--- src/rtl/inst_fetch_unit.sv ---
// Instruction-fetch front end.
// Holds the PC and reads the combinational instruction memory.
// Fetched words are queued with their PCs in a small FIFO that feeds decode.
// Branch redirects flush the queue and restart fetch at the new PC.
module inst_fetch_unit #(
    parameter logic [31:0] RESET_PC  = 32'h0000_0000,
    parameter int          MEM_WORDS = 64,
    parameter int          ADDR_W    = 8,
    parameter int          BUF_DEPTH = 2
) (
    input  logic              clk,
    input  logic              rst,
    output logic [ADDR_W-1:0] imem_addr,
    input  logic [31:0]       imem_data,
    input  logic              id_ready,
    output logic              if_valid,
    output logic [31:0]       if_instr,
    output logic [31:0]       if_pc,
    input  logic              redirect_valid,
    input  logic [31:0]       redirect_pc,
    output logic              fetch_oob,
    output logic              misalign_err,
    output logic [31:0]       instr_count
);

    localparam int              PTR_W    = $clog2(BUF_DEPTH);
    localparam logic [PTR_W:0]  FULL_CNT = (PTR_W+1)'(BUF_DEPTH);
    localparam logic [31:0]     PC_LIMIT = 32'(MEM_WORDS * 4);

    logic [31:0]      pc_reg;
    logic [PTR_W:0]   count_reg;
    logic [PTR_W:0]   count_next;
    logic [PTR_W-1:0] head_reg;
    logic [PTR_W-1:0] tail_reg;
    logic [31:0]      instr_count_reg;
    logic             misalign_reg;
    logic [31:0]      buf_instr_reg [BUF_DEPTH];
    logic [31:0]      buf_pc_reg    [BUF_DEPTH];

    logic push;
    logic pop;
    logic not_empty;

    assign not_empty    = (count_reg != '0);
    assign fetch_oob    = (pc_reg >= PC_LIMIT);
    assign imem_addr    = pc_reg[ADDR_W+1:2];
    assign if_valid     = not_empty && !redirect_valid;
    assign if_instr     = not_empty ? buf_instr_reg[head_reg] : 32'h0;
    assign if_pc        = not_empty ? buf_pc_reg[head_reg]    : 32'h0;
    assign misalign_err = misalign_reg;
    assign instr_count  = instr_count_reg;

    // Fullness uses the registered count, so a pop never frees a slot in the same cycle.
    assign push = (count_reg != FULL_CNT) && !fetch_oob && !redirect_valid;
    assign pop  = if_valid && id_ready;

    // Occupancy after this cycle's push/pop; simultaneous push and pop leave it unchanged.
    always_comb begin
        count_next = count_reg;
        case ({push, pop})
            2'b10:   count_next = count_reg + 1'b1;
            2'b01:   count_next = count_reg - 1'b1;
            default: count_next = count_reg;
        endcase
    end

    // PC, queue pointers, transfer counter and sticky misalignment flag; redirect wins over everything.
    always_ff @(posedge clk or negedge rst) begin
        if (!rst) begin
            pc_reg          <= RESET_PC;
            count_reg       <= '0;
            head_reg        <= '0;
            tail_reg        <= '0;
            instr_count_reg <= 32'h0;
            misalign_reg    <= 1'b0;
        end else if (redirect_valid) begin
            pc_reg    <= {redirect_pc[31:2], 2'b00};
            count_reg <= '0;
            head_reg  <= '0;
            tail_reg  <= '0;
            if (redirect_pc[1:0] != 2'b00) begin
                misalign_reg <= 1'b1;
            end
        end else begin
            count_reg <= count_next;
            if (push) begin
                pc_reg   <= pc_reg + 32'd4;
                tail_reg <= tail_reg + 1'b1;
            end
            if (pop) begin
                head_reg        <= head_reg + 1'b1;
                instr_count_reg <= instr_count_reg + 32'd1;
            end
        end
    end

    // Queue storage: the fetched word and its PC land at the tail slot on a push.
    always_ff @(posedge clk or negedge rst) begin
        if (!rst) begin
            for (int i = 0; i < BUF_DEPTH; i++) begin
                buf_instr_reg[i] <= 32'h0;
                buf_pc_reg[i]    <= 32'h0;
            end
        end else if (push) begin
            buf_instr_reg[tail_reg] <= imem_data;
            buf_pc_reg[tail_reg]    <= pc_reg;
        end
    end

endmodule

--- config.mk ---
export PLATFORM = sky130hd
export DESIGN_NAME = inst_fetch_unit
export DESIGN_NICKNAME = d
export VERILOG_FILES = /design/src/rtl/inst_fetch_unit.sv
export SDC_FILE = /design/constraint.sdc
export NUM_CORES = 1
export LEC_CHECK = 0
export ABC_AREA = 1
export BUFFER_PORTS_ARGS = -buffer_cell sky130_fd_sc_hd__buf_2
export CORE_UTILIZATION = 25
export DETAILED_ROUTE_END_ITERATION = 7
export MAX_ROUTING_LAYER = met4
export SYNTH_ARGS = -nofsm -noshare
export SYNTH_HDL_FRONTEND = slang
export SYNTH_SLANG_ARGS = --single-unit
--- constraint.sdc ---
create_clock -name clk -period 1.65 [get_ports clk]
set_clock_uncertainty 0.1 [all_clocks]
set_input_delay 0.2475 -clock clk [delete_from_list [all_inputs] [get_ports clk]]
set_output_delay 0.2475 -clock clk [all_outputs]
set_load 0.05 [all_outputs]
# Word level (Yosys, flattened, before mapping)

Index checks and enable logic that the tools add are counted.

$add $sub $neg: 6
$mul: 0
Divide/modulo/power cells: 0
Magnitude comparators: 4
Equal/unequal tests: 3
Shift-type cells: 0
Muxes and demuxes: 20
Bitwise operators: 3
Reductions and logical operators: 14

Operators with widths:

| cell                    | number |
|---|---|
| $mux W32                | 11 |
| $bwmux W64              | 2 |
| $add A32 B1 Y32 const B | 1 |
| $add A32 B3 Y32 const B | 1 |
| $demux W32 S1           | 1 |
| $ge A32 B9 Y1 const B   | 1 |
| $reduce_bool A2 Y1      | 4 |
| $logic_and A1 B1 Y1     | 5 |
| $ge A2 B2 Y1 const B    | 2 |
| $mux W1                 | 4 |
| $not A1 Y2              | 2 |
| $pmux W2 S2             | 1 |
| $reduce_and A2 Y1       | 2 |
| $reduce_bool A3 Y1      | 1 |
| $add A1 B1 Y1 const B   | 2 |
| $add A2 B1 Y2 const B   | 1 |
| $eq A2 B1 Y1 const B    | 1 |
| $eq A2 B2 Y1 const B    | 1 |
| $logic_not A1 Y1        | 2 |
| $lt A2 B1 Y1 const B    | 1 |
| $mux W2                 | 1 |
| $ne A2 B2 Y1 const B    | 1 |
| $sub A2 B1 Y2 const B   | 1 |
| $not A1 Y1              | 1 |

Flip-flop bits (word level): 197
Latch bits: 0
Memory bits (writable): 0
ROM bits: 0
Memories: 0

# Depth between registers and ports, before layout

Gate-level depths: netlist of run 1.

Depth after elaboration: 7
Gate-level depth with buffers: 10

# Worst setup path after synthesis of run 1

No wires, ideal clock.

Path type: flip-flop to output port
Start: register head_reg
End: output if_instr[10]
Data arrival time: 1751 ps
Required time: 1302 ps
Slack: -448 ps
Cell stages (with the launch flop): 5
Buffers on the path: 2
Path through: dfrtp_1 -> clkbuf_1 -> buf_1 -> nand2_1 -> a21oi_1

Cells in the longest elaborated chain, start to end: 5

RTL lines:

| item                                         | line | text |
|---|---|---|
| start: declaration                           | 33   | `logic [PTR_W-1:0] head_reg;` |
| start signal: assignment                     | 91   | `head_reg <= head_reg + 1'b1;` |
| $not A1 Y2 (implied by the code)             | 48   | `assign if_instr = not_empty ? buf_instr_reg[head_reg] : 32'h0;` |
| $mux W32 (implied by the code) (3 in series) | 48   |  |
| $mux W32                                     | 48   |  |
| end: declaration                             | 17   | `output logic [31:0] if_instr,` |

No other way between the ends. The select of a mux whose other input is x is not followed.

# Worst setup path after layout of run 1

Start: register head_reg
End: output if_instr[20]

Same word-level chain as after synthesis.

==> out/metrics.yaml, run 1 <==
period_needed_ns: 2.09
avgSynthCellArea_um2: 8.39
power_frac_comb_pct: 35.3
drtIter0Drc: 349
syn-instance-count: 1072
port_buffers: 172
wl_per_cell_um: 17.5
async_reset_ff_share_pct: 100
setup_slack_ns: -0.436
postRouteAntennaNets: 0
yosys.area.top_type: "dfrtp_1"
coreArea_mm2: 0.0355
cts_tree: "done"
synth_edf_count: 0
vias: 8662
grt-ovfl-total: 0
vias_per_cell: 4.55
path_class: "reg -> out"
synth.top_cell.area_share_pct: 53.2
cap_viol_max_count: 0
switching_share_pct: 35.3
dieArea_mm2: 0.0367
htreeDepth: 4
seq_area_frac_synth_pct: 53.2
area_growth_pct: 81.7
start_util_pct: 25.3
power_density_mw_per_mm2: 909
place_inst: 1716
hold_class: "in -> reg"
fp-row-count: 69
irDropWorstVdd_uv: 826
status: "complete, but fails checks"
p_clk_share_pct: 30.1
fp.dieH_um: 192
grt_max_degree: 49
instances_no_fill: 1904
whs_ns: 0.0199
cp.required_ns: 1.30
power.leakage_nw: 7.38
yosys_warnings: 0
drv_slew: 0
final_nets: 1497
setup_viol: 229
startpoint_type: "flip-flop"
pwr-share-seq_pct: 34.6
ios: 175
final_cell_area_mm2: 0.0163
die_w_um: 192
p_switching_w: 0.00524
postRouteWirelength_um: 33300
p_int_w: 0.00962
cts.path.max_buffers: 2
antenna_found_initial: 3
dr.pass1.iters: 5
cts_root_buf: "clkbuf_16"
grt_pass1_wl_um: 47600
clk_pin_slew_ns: 0.07
ys_ff_latch: 191
clkLatencyLatePin_ns: 0.44
yosys-top-cells-area: "dfrtp_1 53%, nand2_1 14%, inv_1 5.1%"
hpwl_um: 17600
synth.distinct_cells: 37
power_w: 0.0149
synthTopCellsByCount: "333 x nand2_1, 191 x dfrtp_1, 121 x inv_1"
syn_area_mm2: 0.00899
fin_setup_tns_ns: -64.96
yosysMostFrequentCell: "nand2_1"
final-hold-violation-count: 0
worstSetupEndpointType: "output port"
drc: 0
fmax_mhz: 479
largest_reg_flops: 64
cp.arrival_ns: 1.74
grt_usage_pct: 17.5
gp_routability_congestion: 0.844
synth_flop_cell: "dfrtp_1"
failed_checks: "setup timing"
period_share_pct: 126
cts_buffers: 17
grt_pass1_vias: 8696
drive_above_1_share_pct: 54.7
rsz0062_at_grt: "yes"
dpl_cell_area_mm2: 0.0117
clkSinkCount: 191
crit_path_max_fanout: 6
==> power groups by stage <==
| stage | Sequential, W | Combinational, W | Clock, W |
|---|---|---|---|
| global placement | 0.00525 | 0.00330 | 0 |
| floorplan | 0.00563 | 0.00161 | 0 |
| detailed placement | 0.00525 | 0.00332 | 0 |
| CTS | 0.00517 | 0.00424 | 0.00458 |
| global route | 0.00518 | 0.00549 | 0.00475 |
| finish | 0.00515 | 0.00524 | 0.00447 |
==> worst paths after layout <==
check,slack (ns),depth (start not counted),end,from
hold reg to reg,0.38,2,pc_reg[17]$_DFFE_PN0P_,pc_reg[17]$_DFFE_PN0P_
hold / removal,0.02,3,buf_instr_reg[45]$_DFFE_PN0P_,imem_data[13]
max in group asynchronous,0.59,3,buf_instr_reg[43]$_DFFE_PN0P_,rst
min in group asynchronous,0.18,2,buf_instr_reg[32]$_DFFE_PN0P_,rst
setup reg to reg,-0.40,12,buf_instr_reg[48]$_DFFE_PN0P_,count_reg[0]$_DFFE_PN0P_
setup / recovery,-0.44,5,if_instr[20],head_reg$_DFFE_PN0P_
==> cell type report <==
class | instances | area (um2)
sequential | 191 | 4810
clock inverter | 10 | 153
fill | 3149 | 19100
antenna | 4 | 10.0
multi-input combinational | 701 | 5480
clock buffer | 22 | 474
timing repair buffer | 391 | 4340
inverter | 124 | 497
tap | 461 | 577
==> metrics by stage <==
stage	setup slack [ns]	utilization, %
global placement	-0.171	32.9
detailed placement	-0.193	32.9
CTS	-0.449	42.6
floorplan	-0.0875	-
global route	-0.510	46.0
finish	-0.436	46.1
==> worst max-delay path, stage by stage, from the launching register on <==
cell and delay (ns):
dfrtp_2 0.49, buf_8 0.18, clkbuf_16 0.18, nand2_1 0.10, a21oi_4 0.16, buf_6 0.18
==> timing repair <==
| item | 4_1_cts | 5_1_grt |
|---|---|---|
| gates cloned | 28 | 14 |
| gates resized for setup | 364 | 277 |
| pin swaps | 13 | 56 |
| endpoints found under the setup margin | 221 | 236 |
| hold endpoints to repair | 257 | 0 |
| hold buffers | 63 | 0 |
| buffers inserted | 29 | 33 |
==> layout by cell type (no fill, tap or decap), drive strengths merged <==
cell type,count
a21oi,65
a22o,8
a31oi,2
buf,317
bufinv,3
clkbuf,33
clkinv,5
clkinvlp,2
conb,2
dfrtp,191
diode,4
dlygate4sd3,63
ha,3
inv,124
nand2,359
nand3,24
nand3b,1
nand4,12
nor2,81
nor3,15
nor4,4
o211ai,3
o21ai,91
o21bai,1
o22ai,1
or2,1
xnor2,9
xor2,19
==> cell families (layout without fill, tap and decap cells) <==
group	count (synthesis)	in the layout	synth area share, %
AOI/OAI and AO/OA	171	171	11.2
xor gates and xnor gates	28	28	2.73
adders and majority gates	3	3	0.417
buffers and inverters	182	547	9.04
DFF	191	191	53.2
other	1	6	0.0417
and+or+nand+nor	496	497	23.4
==> routing by layer <==
metal	vias up	routed length (um)	part of all wire, %	GRT usage, %
met5	-	0	0	-
met4	0	1060	3.2	4.76
met3	63	2040	6.1	4.53
met2	260	16600	50	29.0
met1	4247	13600	41	20.9
li1	4092	-	-	-
No activity file was read; power rests on OpenSTA's default activity.
==> inputs of run 2 (changes only) <==
--- a/config.mk
+++ b/config.mk
@@ -10,6 +10,8 @@
 export CORE_UTILIZATION = 25
 export DETAILED_ROUTE_END_ITERATION = 7
 export MAX_ROUTING_LAYER = met4
+export RECOVER_POWER = 50
+export SETUP_SLACK_MARGIN = 0.02
 export SYNTH_ARGS = -nofsm -noshare
 export SYNTH_HDL_FRONTEND = slang
 export SYNTH_SLANG_ARGS = --single-unit
==> out/metrics.yaml, run 2 (synthesis results as in run 1) <==
cap_viol_max_count: 0  # unchanged
cts_tree: "done"  # unchanged
grt-ovfl-total: 0  # unchanged
failed_checks: "setup timing"  # unchanged
cp.required_ns: 1.30  # about the same
cp.arrival_ns: 1.72  # was 1.74 ns
largest_reg_flops: 64  # unchanged
drtIter0Drc: 263  # was 349
setup_viol: 209  # was 229
drv_slew: 0  # unchanged
final-hold-violation-count: 0  # unchanged
grt_pass1_wl_um: 45800  # was 47600 um
postRouteWirelength_um: 31900  # was 33300 um
power_w: 0.0145  # was 0.0149 W
fmax_mhz: 483  # was 479 MHz
dpl_cell_area_mm2: 0.0119  # was 0.0117 mm2
coreArea_mm2: 0.0355  # unchanged
postRouteAntennaNets: 0  # unchanged
power_density_mw_per_mm2: 900  # was 909 mW/mm2
dieArea_mm2: 0.0367  # unchanged
final_cell_area_mm2: 0.0161  # was 0.0163 mm2
setup_slack_ns: -0.422  # was -0.436 ns
cpLargestDelayFamily: "buffers and inverters"  # unchanged
clkSinkCount: 191  # unchanged
grt_pass1_vias: 8457  # was 8696
max_stage_delay_ns: 0.48  # was 0.49 ns
period_share_pct: 126  # about the same
dr.pass1.iters: 4  # was 5
cp_common_cell: "buf_8"
port_buffers: 172  # unchanged
drive_above_1_share_pct: 53.7  # was 54.7%
crit_chain: "buf_8 > buf_12 > nand2_1 > a21oi_4 > buf_8"  # was buf_8 > clkbuf_16 > nand2_1 > a21oi_4 > buf_6
final_nets: 1497  # unchanged
gp_routability_congestion: 0.842  # was 0.844
max_slew_margin_pct: 24.6
area_growth_pct: 79.5  # was 81.7%
path_class: "reg -> out"  # unchanged
irDropWorstVdd_uv: 705  # was 826 uV
power.leakage_nw: 7.30  # was 7.38 nW
hold_class: "in -> reg"  # unchanged
clkLatencyLatePin_ns: 0.45  # was 0.44 ns
fp.dieH_um: 192  # unchanged
path_buf_inv: 3  # unchanged
vias: 8502  # was 8662
final_common_cell: "nand2_1"  # unchanged
crit_path_max_fanout: 15  # was 6
hpwl_um: 17700  # was 17600 um
crit_slowest_cell: "dfrtp_2"  # unchanged
rsz0062_at_grt: "yes"  # unchanged
fp-row-count: 69  # unchanged
start_util_pct: 25.3  # unchanged
layout_common_cells: "201 x nand2_1, 163 x dfrtp_1, 102 x buf_2, 81 x nand2_4, 77 x inv_1"  # was 180 x nand2_1, 165 x dfrtp_1, 113 x nand2_4, 103 x buf_2
period_needed_ns: 2.07  # was 2.09 ns
htreeDepth: 4  # unchanged
wl_per_cell_um: 16.8  # was 17.5 um
cts_root_buf: "clkbuf_16"  # unchanged
worstSetupEndpointType: "output port"  # unchanged
cts_buffers: 17  # unchanged
grt_usage_pct: 16.7  # was 17.5%
tightest_slew_ns: 1.13
clk_pin_slew_ns: 0.08  # was 0.07 ns
status: "complete, but fails checks"  # unchanged
grt_max_degree: 42  # was 49
fin_setup_tns_ns: -64.11  # was -64.96 ns
drc: 0  # unchanged
vias_per_cell: 4.47  # was 4.55
ios: 175  # unchanged
cts.path.max_buffers: 2  # unchanged
startpoint_type: "flip-flop"  # unchanged
pre_cts_ws_ns: -0.178  # was -0.193 ns
die_w_um: 192  # unchanged
antenna_found_initial: 1  # was 3
rrSetupSlack_ns: -0.41  # was -0.40 ns
## run 2: cell count changes in the layout (fill, tap and decap cells not counted), moves of 4 or more
cell	previous run	this run
nor2_1	65	61
nand2_1	180	201
nand2_4	113	81
buf_8	22	28
buf_16	27	15
clkbuf_8	4	0
nand2_2	62	73
inv_2	49	43
inv_8	1	5
buf_12	30	34
nor2_2	5	10
inv_1	71	77
## run 2: area by class of cell
class                   count  area (um2)
fillers                  3232       19300
multi-input cells         703        5380
flip-flops and latches    191        4810
repair buffers            389        4220
well taps                 461         577
inverters                 124         502
clock buffers              17         425
clock inverters            15         219
diodes                      1        2.50
## run 2: worst reg2reg max path, cell delays in order, from the launching register on
cell and delay (ns):
dfrtp_1 0.40, nor2_1 0.11, nand2_1 0.09, nor2_4 0.14, buf_6 0.11, nand4_4 0.11, nor2_4 0.12, buf_12 0.15
buf_12 0.15, nand2_8 0.11, clkbuf_16 0.23, nand2_2 0.06, o21ai_1 0.07
## run 2: path summary, 6_finish.rpt
check,startpoint,to,cells past startpoint
max in group asynchronous,rst,buf_instr_reg[21]$_DFFE_PN0P_,3
min in group asynchronous,rst,buf_instr_reg[47]$_DFFE_PN0P_,2
min,redirect_pc[6],pc_reg[6]$_DFFE_PN0P_,5
max reg2reg,pc_reg[13]$_DFFE_PN0P_,buf_instr_reg[9]$_DFFE_PN0P_,12
max,head_reg$_DFFE_PN0P_,if_instr[31],5
min reg2reg,pc_reg[17]$_DFFE_PN0P_,pc_reg[17]$_DFFE_PN0P_,2
## run 2: timing repair
action,in CTS,in global routing
endpoints found under the hold margin,147,0
gates cloned,19,16
setup endpoints to repair,235,240
pin swaps,15,34
gates resized for setup,293,299
hold buffers,64,0
setup buffers,30,26
## run 2: power by group
group          internal [W]  switching (W)
Sequential          0.00491       0.000274
Clock               0.00247        0.00210
Combinational       0.00194        0.00283
## run 2: metal layers
| layer | GRT usage [%] | up-vias | wire [um] |
|---|---|---|---|
| met1 | 20.2 | 4176 | 13600 |
| met3 | 4.04 | 26 | 1590 |
| met4 | 4.61 | 0 | 296 |
| li1 | - | 4087 | - |
| met2 | 27.8 | 213 | 16300 |
| met5 | - | - | 0 |
## run 2: metrics by stage
| step | instances | hold slack (ns) | util (%) |
|---|---|---|---|
| finish | 1901 | 0.0651 | 45.5 |
| global route | 1901 | 0.0732 | 45.5 |
| CTS | 1876 | 0.0330 | 42.2 |
| detailed placement | 1731 | 0.125 | 33.4 |
| global placement | 1731 | 0.124 | 33.4 |
| floorplan | 1073 | -0.148 | - |
